## src/rtl/sfx_pkg.sv

```systemverilog
// Shared constants for the sound-effect scheduler: sizing, FSM encoding and
// the clip layout of the shared audio ROM.
package sfx_pkg;

    localparam int NUM_REQ = 4;
    localparam int ADDR_W  = 17;
    localparam int GAP_LEN = 16;
    localparam int ID_W    = 2;

    typedef enum logic [1:0] {
        ST_IDLE = 2'd0,
        ST_LOAD = 2'd1,
        ST_PLAY = 2'd2,
        ST_GAP  = 2'd3
    } state_e;

    // Clip start addresses and lengths in samples, indexed by requester id.
    // Every base + length stays within the ROM, so addresses never wrap mid-clip.
    localparam logic [ADDR_W-1:0] CLIP_BASE [NUM_REQ] = '{
        17'd0, 17'd6459, 17'd10459, 17'd13459
    };
    localparam logic [ADDR_W-1:0] CLIP_LEN [NUM_REQ] = '{
        17'd6459, 17'd4000, 17'd3000, 17'd2000
    };

endpackage

```

## src/rtl/sfx_scheduler_prio_pick.sv

```systemverilog
// Fixed-priority picker: returns the highest set index of a request vector.
module prio_pick #(
    parameter int N     = 4,
    parameter int IDX_W = 2
) (
    input  logic [N-1:0]     vec_i,
    output logic [IDX_W-1:0] idx_o,
    output logic             valid_o
);

    // Ascending scan: the last set bit seen is the highest index.
    always_comb begin
        idx_o   = '0;
        valid_o = 1'b0;
        for (int i = 0; i < N; i++) begin
            if (vec_i[i]) begin
                idx_o   = IDX_W'(i);
                valid_o = 1'b1;
            end
        end
    end

endmodule

```

## src/rtl/sfx_scheduler.sv

```systemverilog
// Sound-effect scheduler: arbitrates one-shot clip requests, walks the audio
// ROM for the granted clip, inserts a silent gap after each clip, and handles
// preemption, retrigger and cancel.
module sfx_scheduler #(
    parameter int NUM_REQ = sfx_pkg::NUM_REQ,
    parameter int ADDR_W  = sfx_pkg::ADDR_W,
    parameter int GAP_LEN = sfx_pkg::GAP_LEN
) (
    input  logic               clk_8000,
    input  logic               rst,
    input  logic [NUM_REQ-1:0] req,
    input  logic               cancel,
    input  logic [7:0]         rom_data,
    output logic [ADDR_W-1:0]  rom_addr,
    output logic [7:0]         audio_out,
    output logic               busy,
    output logic [1:0]         active_id,
    output logic [NUM_REQ-1:0] done
);

    import sfx_pkg::*;

    localparam int GAP_W = (GAP_LEN > 0) ? $clog2(GAP_LEN + 1) : 1;

    state_e             state_q, state_d;
    logic [NUM_REQ-1:0] pending_q, pending_d;
    logic [ADDR_W-1:0]  rom_addr_q, rom_addr_d;
    logic [ADDR_W-1:0]  cnt_q, cnt_d;
    logic [GAP_W-1:0]   gap_q, gap_d;
    logic [ID_W-1:0]    active_id_q, active_id_d;
    logic [7:0]         audio_q, audio_d;

    logic [NUM_REQ-1:0] req_all;
    logic [ID_W-1:0]    pick_id;
    logic               pick_valid;
    logic [ADDR_W-1:0]  pick_base;
    logic [ADDR_W-1:0]  act_len;
    logic               in_clip;
    logic               last;
    logic               restart;
    logic               grant;
    logic [NUM_REQ-1:0] done_pulse;

    // Requests arriving this cycle are arbitrated together with stored ones,
    // so a request in IDLE reaches LOAD on the very next cycle.
    assign req_all = pending_q | req;

    prio_pick #(
        .N     (NUM_REQ),
        .IDX_W (ID_W)
    ) u_prio_pick (
        .vec_i   (req_all),
        .idx_o   (pick_id),
        .valid_o (pick_valid)
    );

    assign pick_base = ADDR_W'(CLIP_BASE[pick_id]);
    assign act_len   = ADDR_W'(CLIP_LEN[active_id_q]);
    assign in_clip   = (state_q == ST_LOAD) || (state_q == ST_PLAY);

    // Final cycle of the active clip (a zero-length clip completes in LOAD).
    assign last = ((state_q == ST_LOAD) && (act_len == '0)) ||
                  ((state_q == ST_PLAY) && (cnt_q == act_len - 1'b1));

    // Equal or higher id restarts at LOAD; on the final cycle completion wins
    // and the request simply stays pending.
    assign restart = in_clip && pick_valid && (pick_id >= active_id_q) && !last;

    // Next-state, ROM walk, pending bookkeeping and the done pulse.
    // NOTE: every variable gets a default at the top of the block, so no path
    // leaves one unassigned and no latch is inferred.
    always_comb begin
        state_d     = state_q;
        pending_d   = req_all;
        rom_addr_d  = rom_addr_q;
        cnt_d       = cnt_q;
        gap_d       = gap_q;
        active_id_d = active_id_q;
        done_pulse  = '0;
        grant       = 1'b0;

        if (cancel) begin
            state_d   = ST_IDLE;
            pending_d = '0;
        end else begin
            unique case (state_q)
                ST_IDLE: begin
                    grant = pick_valid;
                end
                ST_LOAD: begin
                    if (restart) begin
                        grant = 1'b1;
                    end else if (last) begin
                        done_pulse[active_id_q] = 1'b1;
                        state_d                 = ST_IDLE;
                    end else begin
                        state_d = ST_PLAY;
                    end
                end
                ST_PLAY: begin
                    if (restart) begin
                        grant = 1'b1;
                    end else if (last) begin
                        done_pulse[active_id_q] = 1'b1;
                        state_d                 = (GAP_LEN > 0) ? ST_GAP : ST_IDLE;
                        gap_d                   = '0;
                    end else begin
                        rom_addr_d = rom_addr_q + 1'b1;
                        cnt_d      = cnt_q + 1'b1;
                    end
                end
                ST_GAP: begin
                    if (gap_q == GAP_W'(GAP_LEN - 1)) begin
                        state_d = ST_IDLE;
                    end else begin
                        gap_d = gap_q + 1'b1;
                    end
                end
                default: state_d = ST_IDLE;
            endcase

            if (grant) begin
                state_d            = ST_LOAD;
                active_id_d        = pick_id;
                rom_addr_d         = pick_base;
                cnt_d              = '0;
                pending_d[pick_id] = 1'b0;
            end
        end
    end

    // Only a sample fetched during PLAY reaches the speaker; cancel mutes at once.
    assign audio_d = ((state_q == ST_PLAY) && !cancel) ? rom_data : 8'd0;

    // State and datapath registers.
    // NOTE: sequential state uses non-blocking assignments so every register
    // samples the pre-edge values, independent of statement order.
    always_ff @(posedge clk_8000 or posedge rst) begin
        if (rst) begin
            state_q     <= ST_IDLE;
            pending_q   <= '0;
            rom_addr_q  <= '0;
            cnt_q       <= '0;
            gap_q       <= '0;
            active_id_q <= '0;
            audio_q     <= '0;
        end else begin
            state_q     <= state_d;
            pending_q   <= pending_d;
            rom_addr_q  <= rom_addr_d;
            cnt_q       <= cnt_d;
            gap_q       <= gap_d;
            active_id_q <= active_id_d;
            audio_q     <= audio_d;
        end
    end

    assign rom_addr  = rom_addr_q;
    assign audio_out = audio_q;
    assign busy      = (state_q != ST_IDLE);
    assign active_id = active_id_q;
    assign done      = done_pulse;

endmodule

```

## config.mk

```make
export PLATFORM = sky130hd
export DESIGN_NAME = sfx_scheduler
export DESIGN_NICKNAME = d
export VERILOG_FILES = /design/src/rtl/sfx_pkg.sv /design/src/rtl/sfx_scheduler_prio_pick.sv /design/src/rtl/sfx_scheduler.sv
export SDC_FILE = /design/constraint.sdc
export NUM_CORES = 1
export LEC_CHECK = 0
export BUFFER_PORTS_ARGS = -buffer_cell sky130_fd_sc_hd__buf_2
export CORE_MARGIN = 4
export CORE_UTILIZATION = 42
export DETAILED_ROUTE_END_ITERATION = 10
export PLACE_DENSITY_LB_ADDON = 0.12
export SLEW_MARGIN = 20
export SYNTH_ARGS = -nofsm -noshare
export SYNTH_HDL_FRONTEND = slang
export SYNTH_SLANG_ARGS = --single-unit
```

## constraint.sdc

```tcl
create_clock -name clk_8000 -period 3.2 [get_ports clk_8000]
set_clock_uncertainty 0.15 [all_clocks]
set_input_delay 0.96 -clock clk_8000 [delete_from_list [all_inputs] [get_ports clk_8000]]
set_output_delay 0.96 -clock clk_8000 [all_outputs]
set_load 0.02 [all_outputs]
```

# Word level (Yosys, flattened, before mapping)
# Cells that the tools add are included.
[totals]
ff_bits = 55
input_bits = 15
elab_cells = 108
[op_classes]
add_sub_neg = 4
order_cmp = 7
eq_ne = 14
muxes = 47
n_bitwise = 6
n_reduce_logical = 23
[op_table]
columns = ["op", "count"]
rows = [
  ["17-bit 2-to-1 mux", 12],
  ["17-bit binary-select mux with 2-bit select", 2],
  ["17-bit by 1-bit adder with 17-bit output, second input constant", 2],
  ["4-bit 2-to-1 mux", 6],
  ["2-bit 2-to-1 mux", 9],
  ["17-bit == test", 1],
  ["17-bit zero test", 1],
  ["17-bit by 1-bit subtractor with 17-bit output, second input constant", 1],
  ["5-bit 2-to-1 mux", 3],
  ["4-bit by 3-bit != test with 1-bit output, second input constant", 3],
  ["5-bit one-hot mux with 2 select lines", 1],
  ["5-bit AND reduction", 2],
  ["1-bit 2-to-1 mux", 9],
  ["1-bit logical AND", 8],
  ["8-bit 2-to-1 mux", 1],
  ["3-bit >= comparator, second input constant", 2],
  ["2-bit by 3-bit < comparator with 1-bit output, second input constant", 2],
  ["2-bit != test, second input constant", 3],
  ["2-bit NOT with 3-bit output", 2],
  ["2-bit one-hot mux with 3 select lines", 1],
  ["2-bit nonzero test", 3],
  ["5-bit by 1-bit adder with 5-bit output, second input constant", 1],
  ["5-bit by 4-bit == test with 1-bit output, second input constant", 1],
  ["5-bit nonzero test", 1],
  ["18 further kinds", 24],
]

# Logic depth before layout (Yosys ltp)
[depth]
word_depth = 15
ltp_mapped = 12
mapped_depth_nobuf = 10

# By module
# A second synthesis with hierarchy kept.
[hier_totals]
hier_cells = 373
area_unflattened_um2 = 3528.4
[by_module_without_submodules]
columns = ["mod", "instances", "cells_each", "area_each_um2"]
rows = [
  ["sfx_scheduler", 1, 369, 3504.6],
  ["prio_pick", 1, 4, 23.8],
]

# Worst setup path before layout
# OpenSTA, ideal clock, no wires.
[synth_timing]
kind = "register -> output"
startpoint = "register active_id_q[0] (netlist: active_id[0])"
endpoint = "output done[2]"
arrival_ns = 2.464
setup_slack_ns = -0.374
stages_incl_launch_ff = 10
path_buffers = 1
path_cell_list = "dfrtp_1 -> buf_2 -> nor2b_1 -> ha_1 -> xor2_1 -> nand4_1 -> a211oi_1 -> nand2_1 -> nor3b_1 -> nor2b_1"
[synth_between]
elab_chain_len = 13
word_cells_on_any_way = 23
[synth_rtl]
columns = ["item", "line", "rtl"]
rows = [
  ["start: declaration", "sfx_scheduler.sv:30", "logic [ID_W-1:0] active_id_q, active_id_d;"],
  ["start signal: assignment", "sfx_scheduler.sv:153", "active_id_q <= active_id_d;"],
  ["2-bit NOT with 3-bit output (implied by the code)", "sfx_scheduler.sv:58", "assign act_len = ADDR_W'(CLIP_LEN[active_id_q]);"],
  ["17-bit binary-select mux with 2-bit select", "sfx_scheduler.sv:58", ""],
  ["17-bit 2-to-1 mux (implied by the code) (2 in series)", "sfx_scheduler.sv:58", ""],
  ["17-bit by 1-bit subtractor with 17-bit output", "sfx_scheduler.sv:63", "((state_q == ST_PLAY) && (cnt_q == act_len - 1'b1));"],
  ["17-bit == test", "sfx_scheduler.sv:63", ""],
  ["1-bit logical AND", "sfx_scheduler.sv:63", ""],
  ["1-bit logical OR", "sfx_scheduler.sv:62", "assign last = ((state_q == ST_LOAD) && (act_len == '0)) ||"],
  ["1-bit zero test", "sfx_scheduler.sv:67", "assign restart = in_clip && pick_valid && (pick_id >= active_id_q) && !last;"],
  ["1-bit logical AND", "sfx_scheduler.sv:67", ""],
  ["4-bit 2-to-1 mux (*)", "sfx_scheduler.sv:91", "if (restart) begin"],
  ["4-bit 2-to-1 mux (*)", "-", ""],
  ["4-bit 2-to-1 mux (*)", "sfx_scheduler.sv:82", "if (cancel) begin"],
  ["end: declaration", "sfx_scheduler.sv:18", "output logic [NUM_REQ-1:0] done"],
]
# Every way passes the cells marked *; elsewhere a longest branch is shown, timed or not. The select of a mux whose other input is x is not followed.

# Worst setup path after layout
[layout_timing]
startpoint = "register active_id_q[1] (netlist: active_id[1])"
endpoint = "output done[2]"
# Same word-level chain as after synthesis.

==> results.cfg <==
[yosys]
synthesis.area_per_instance_um2 = 9.255
synth.top_cell.area_share_pct = 40.97
synth_top_cell_by_area = sky130_fd_sc_hd__dfrtp_1
syn-instance-count = 363
asyncSetResetFlopFracSynth_pct = 100.0
synth_seq_cells = 55
yosys-top-cells-area = sky130_fd_sc_hd__dfrtp_1 (41%), sky130_fd_sc_hd__a21oi_1 (5.1%), sky130_fd_sc_hd__ha_1 (4.5%), sky130_fd_sc_hd__nor2_1 (3.4%), sky130_fd_sc_hd__o31ai_1 (2.7%)
most_frequent_cell_after_synthesis = sky130_fd_sc_hd__dfrtp_1
syn-cell-area_um2 = 3359
post_synth_most_frequent_cells = sky130_fd_sc_hd__dfrtp_1 (55), sky130_fd_sc_hd__a21oi_1 (34), sky130_fd_sc_hd__nor2_1 (30)
ys.flop_type = sky130_fd_sc_hd__dfrtp_1
synth_edf_count = 0
synthesis.nets = 390
ys_seq_area_share_pct = 40.97
yosys_warnings = 0
post_synth_num_cell_types = 59

[worst_setup_path]
critical_path.startpoint_type = flip-flop
critical_path_peak_fanout = 4
r2r.worst_path.cells = 16
timing.reg2reg.setup_slack_ns = -0.03
setup.worst_path.class = reg -> out
reg2reg_capture_point = rom_addr[5]
critical_path_endpoint_category = output port
timing.critical_path.required_ns = 2.09
critical_register_to_register_path_startpoint = active_id[1]
critical_path_arrival_ns = 2.44

[global_route]
groute.usage.overall_pct = 19.92
global_route.overflow_total = 0
grt_antenna_before_repair = 0
pin_count_of_the_biggest_net_entering_global_routing = 34
first_pass_grt_wire_length_um = 15800
first_global_vias = 3141

[timing]
max_freq_ghz = 0.2814
fin_ws_ns = -0.3535
timing.slew.headroom_pct = 50.17
setup_viol = 28
grt_setup_unrepaired = true
worst_hold_slack_ns = 0.3947
final-hold-violation-count = 0
layout_worst_path_cycle_share_pct = 111.0
totalNegativeSetupSlack_ns = -3.316
fin_crit_ns = 3.553
final_max_slew_viol_count = 0
worstMarginPinSlew_ns = 0.7463

[die]
io_pins = 47
floorplan.die_area_um2 = 9494
chipWidth_um = 97.44
die_h_um = 97.44
initial_core_util_pct = 43.25
site_rows = 32
core_area_um2 = 7767

[power]
power.share.sequential_pct = 25.7
max-vdd-ir-drop_v = 0.0004094
clkPwrFrac_pct = 12.9
p_int_mw = 2.271
power_density_nw_per_um2 = 832.7
leakagePower_nw = 2.039
p_sw_mw = 1.575
comb_power_share_pct = 61.4
switching_share_pct = 40.96

[clock_network]
cts.sink_count = 55
cts.reportedPaths.clkPinSlew_ns = 0.11
cts.root.buffer_cell = sky130_fd_sc_hd__clkbuf_8
cts_tree = yes
cts.htree.levels = 2
clock_path_buffers = 2
cts_buffers = 5
hold_buffers = 0
clock_insertion_delay_worst_skew_ns = 0.32

[final_layout]
finalNetCount = 493
flow.area_growth_from_synthesis_pct = 37.47
num-fill-cells = 695
fraction_of_final_layout_cells_with_drive_strength_greater_than_1_pct = 36.62
antennaDiodeCount = 0

[route]
drt-initial-drc-count = 195
num_vias = 3180
drt_pre_antenna_iters = 4
wl_per_cell_um = 16.56
final_antenna_net_count = 0
drcViolationCount = 0
routed_via_density = 5.589
totalWireLength_um = 9424

[placed_design]
hpwl_um = 6369
pre_cts_ws_ns = -0.4590
port-buffer-count = 46
gp_congestion = 0.8234

[hold_path]
hold_class = reg -> reg
timing.hold.worst_endpoint = rom_addr[10]
timing.hold.worst_path_depth = 1
holdCritStartpoint = rom_addr[10]

[job]
drv.max_cap_violation_count = 0

[status]
failed_checks = setup timing
status = complete, but fails checks
==> layer usage <==
metal  track usage (%)  wire length, µm  share of wire (%)
met1             28.12             4418                 47
met2             32.16             4603                 49
met3             2.728              284                3.0
met4             5.325              118                1.3
met5                 0                0                  0
==> state kept, by name, summed over array words and instances, names as in the netlist <==
register	count
pending_q	4
active_id	2
state_q	2
cnt_q	17
audio_out	8
gap_q	5
rom_addr	17
==> final cells by class <==
type / instances / area (µm²) / area share, %
Clock buffer: 6 / 82.58 / 1.788
Clock inverter: 2 / 35.03 / 0.7586
Inverter: 16 / 60.06 / 1.300
Multi-Input combinational cell: 275 / 1961 / 42.45
Sequential cell: 55 / 1379 / 29.86
Tap cell: 102 / 127.6 / 2.763
Timing Repair Buffer: 113 / 973.4 / 21.08
==> cell usage in the layout, fill, tap and decap left out, types with 3 or more instances in the layout <==
master	instances
sky130_fd_sc_hd__buf_2	41
sky130_fd_sc_hd__nor2_2	6
sky130_fd_sc_hd__or3_1	8
sky130_fd_sc_hd__o22a_1	8
sky130_fd_sc_hd__o21ai_0	3
sky130_fd_sc_hd__a21oi_2	6
sky130_fd_sc_hd__o31ai_1	12
sky130_fd_sc_hd__nor2b_1	4
sky130_fd_sc_hd__a21oi_1	28
sky130_fd_sc_hd__nand4_1	5
sky130_fd_sc_hd__clkbuf_8	6
sky130_fd_sc_hd__a31oi_1	5
sky130_fd_sc_hd__nor3_1	10
sky130_fd_sc_hd__o21ai_1	13
sky130_fd_sc_hd__nor2_1	24
sky130_fd_sc_hd__dfrtp_1	53
sky130_fd_sc_hd__and2_4	4
sky130_fd_sc_hd__buf_4	44
sky130_fd_sc_hd__ha_1	10
sky130_fd_sc_hd__buf_16	3
sky130_fd_sc_hd__nand2_1	20
sky130_fd_sc_hd__inv_1	15
sky130_fd_sc_hd__nor3_2	3
sky130_fd_sc_hd__nand3_1	15
sky130_fd_sc_hd__buf_12	8
sky130_fd_sc_hd__xnor2_1	4
sky130_fd_sc_hd__or4_1	9
sky130_fd_sc_hd__buf_6	16
sky130_fd_sc_hd__and3_1	9
sky130_fd_sc_hd__and2_1	9
==> power groups by stage <==
stage	sequential [mW]	clock, mW	combinational [mW]
finish	0.988	0.495	2.36
global route	1.02	0.539	2.55
CTS	0.985	0.510	2.17
detailed placement	0.999	0	1.89
global placement	0.995	0	1.87
floorplan	1.11	0	1.04
==> critical path, stage by stage, from the launching register on <==
cell	delay, ns
sky130_fd_sc_hd__dfrtp_2	0.45
sky130_fd_sc_hd__and2_4	0.16
sky130_fd_sc_hd__ha_4	0.26
sky130_fd_sc_hd__xor2_2	0.15
sky130_fd_sc_hd__nand4_1	0.16
sky130_fd_sc_hd__a211oi_2	0.25
sky130_fd_sc_hd__nand2_2	0.11
sky130_fd_sc_hd__nor3b_4	0.27
sky130_fd_sc_hd__nor2b_4	0.20
sky130_fd_sc_hd__buf_6	0.12
==> metrics by stage <==
step	instances	area, µm²	utilization [%]	power, mW
global placement	542	4113	52.95	2.863
CTS	563	4494	57.86	3.664
floorplan	363	3441	-	2.155
finish	569	4618	59.46	3.846
detailed placement	542	4113	52.95	2.886
global route	569	4618	59.46	4.104
==> worst max path at each step <==
stage	startpoint	end	slack, ns	cells past startpoint
2_1_floorplan	req[2]	state_q[1]	-0.21	10
3_3_place_gp	req[2]	state_q[1]	-0.38	12
3_5_place_dp	req[2]	state_q[1]	-0.46	12
4_1_cts	active_id[1]	done[2]	-0.40	9
5_1_grt	active_id[1]	done[2]	-0.52	9
6_report	active_id[1]	done[2]	-0.35	9
==> logic make-up after synthesis <==
logic type | after synthesis | share of synthesized area, %
muxes | 1 | 0.3352
adders and majority gates | 13 | 4.804
buffers and inverters | 33 | 5.177
DFF | 55 | 40.97
and+or+nand+nor | 146 | 24.02
xor gates and xnor gates | 7 | 1.825
AOI/OAI and AO/OA | 108 | 22.87
==> repair_timing <==
item                                    CTS  global route
cloned                                    3             0
buffers inserted                         16             9
endpoints found under the setup margin   16            44
pin swaps                                30             8
resized for setup                        31            22
(Power assumes the default switching activity.)
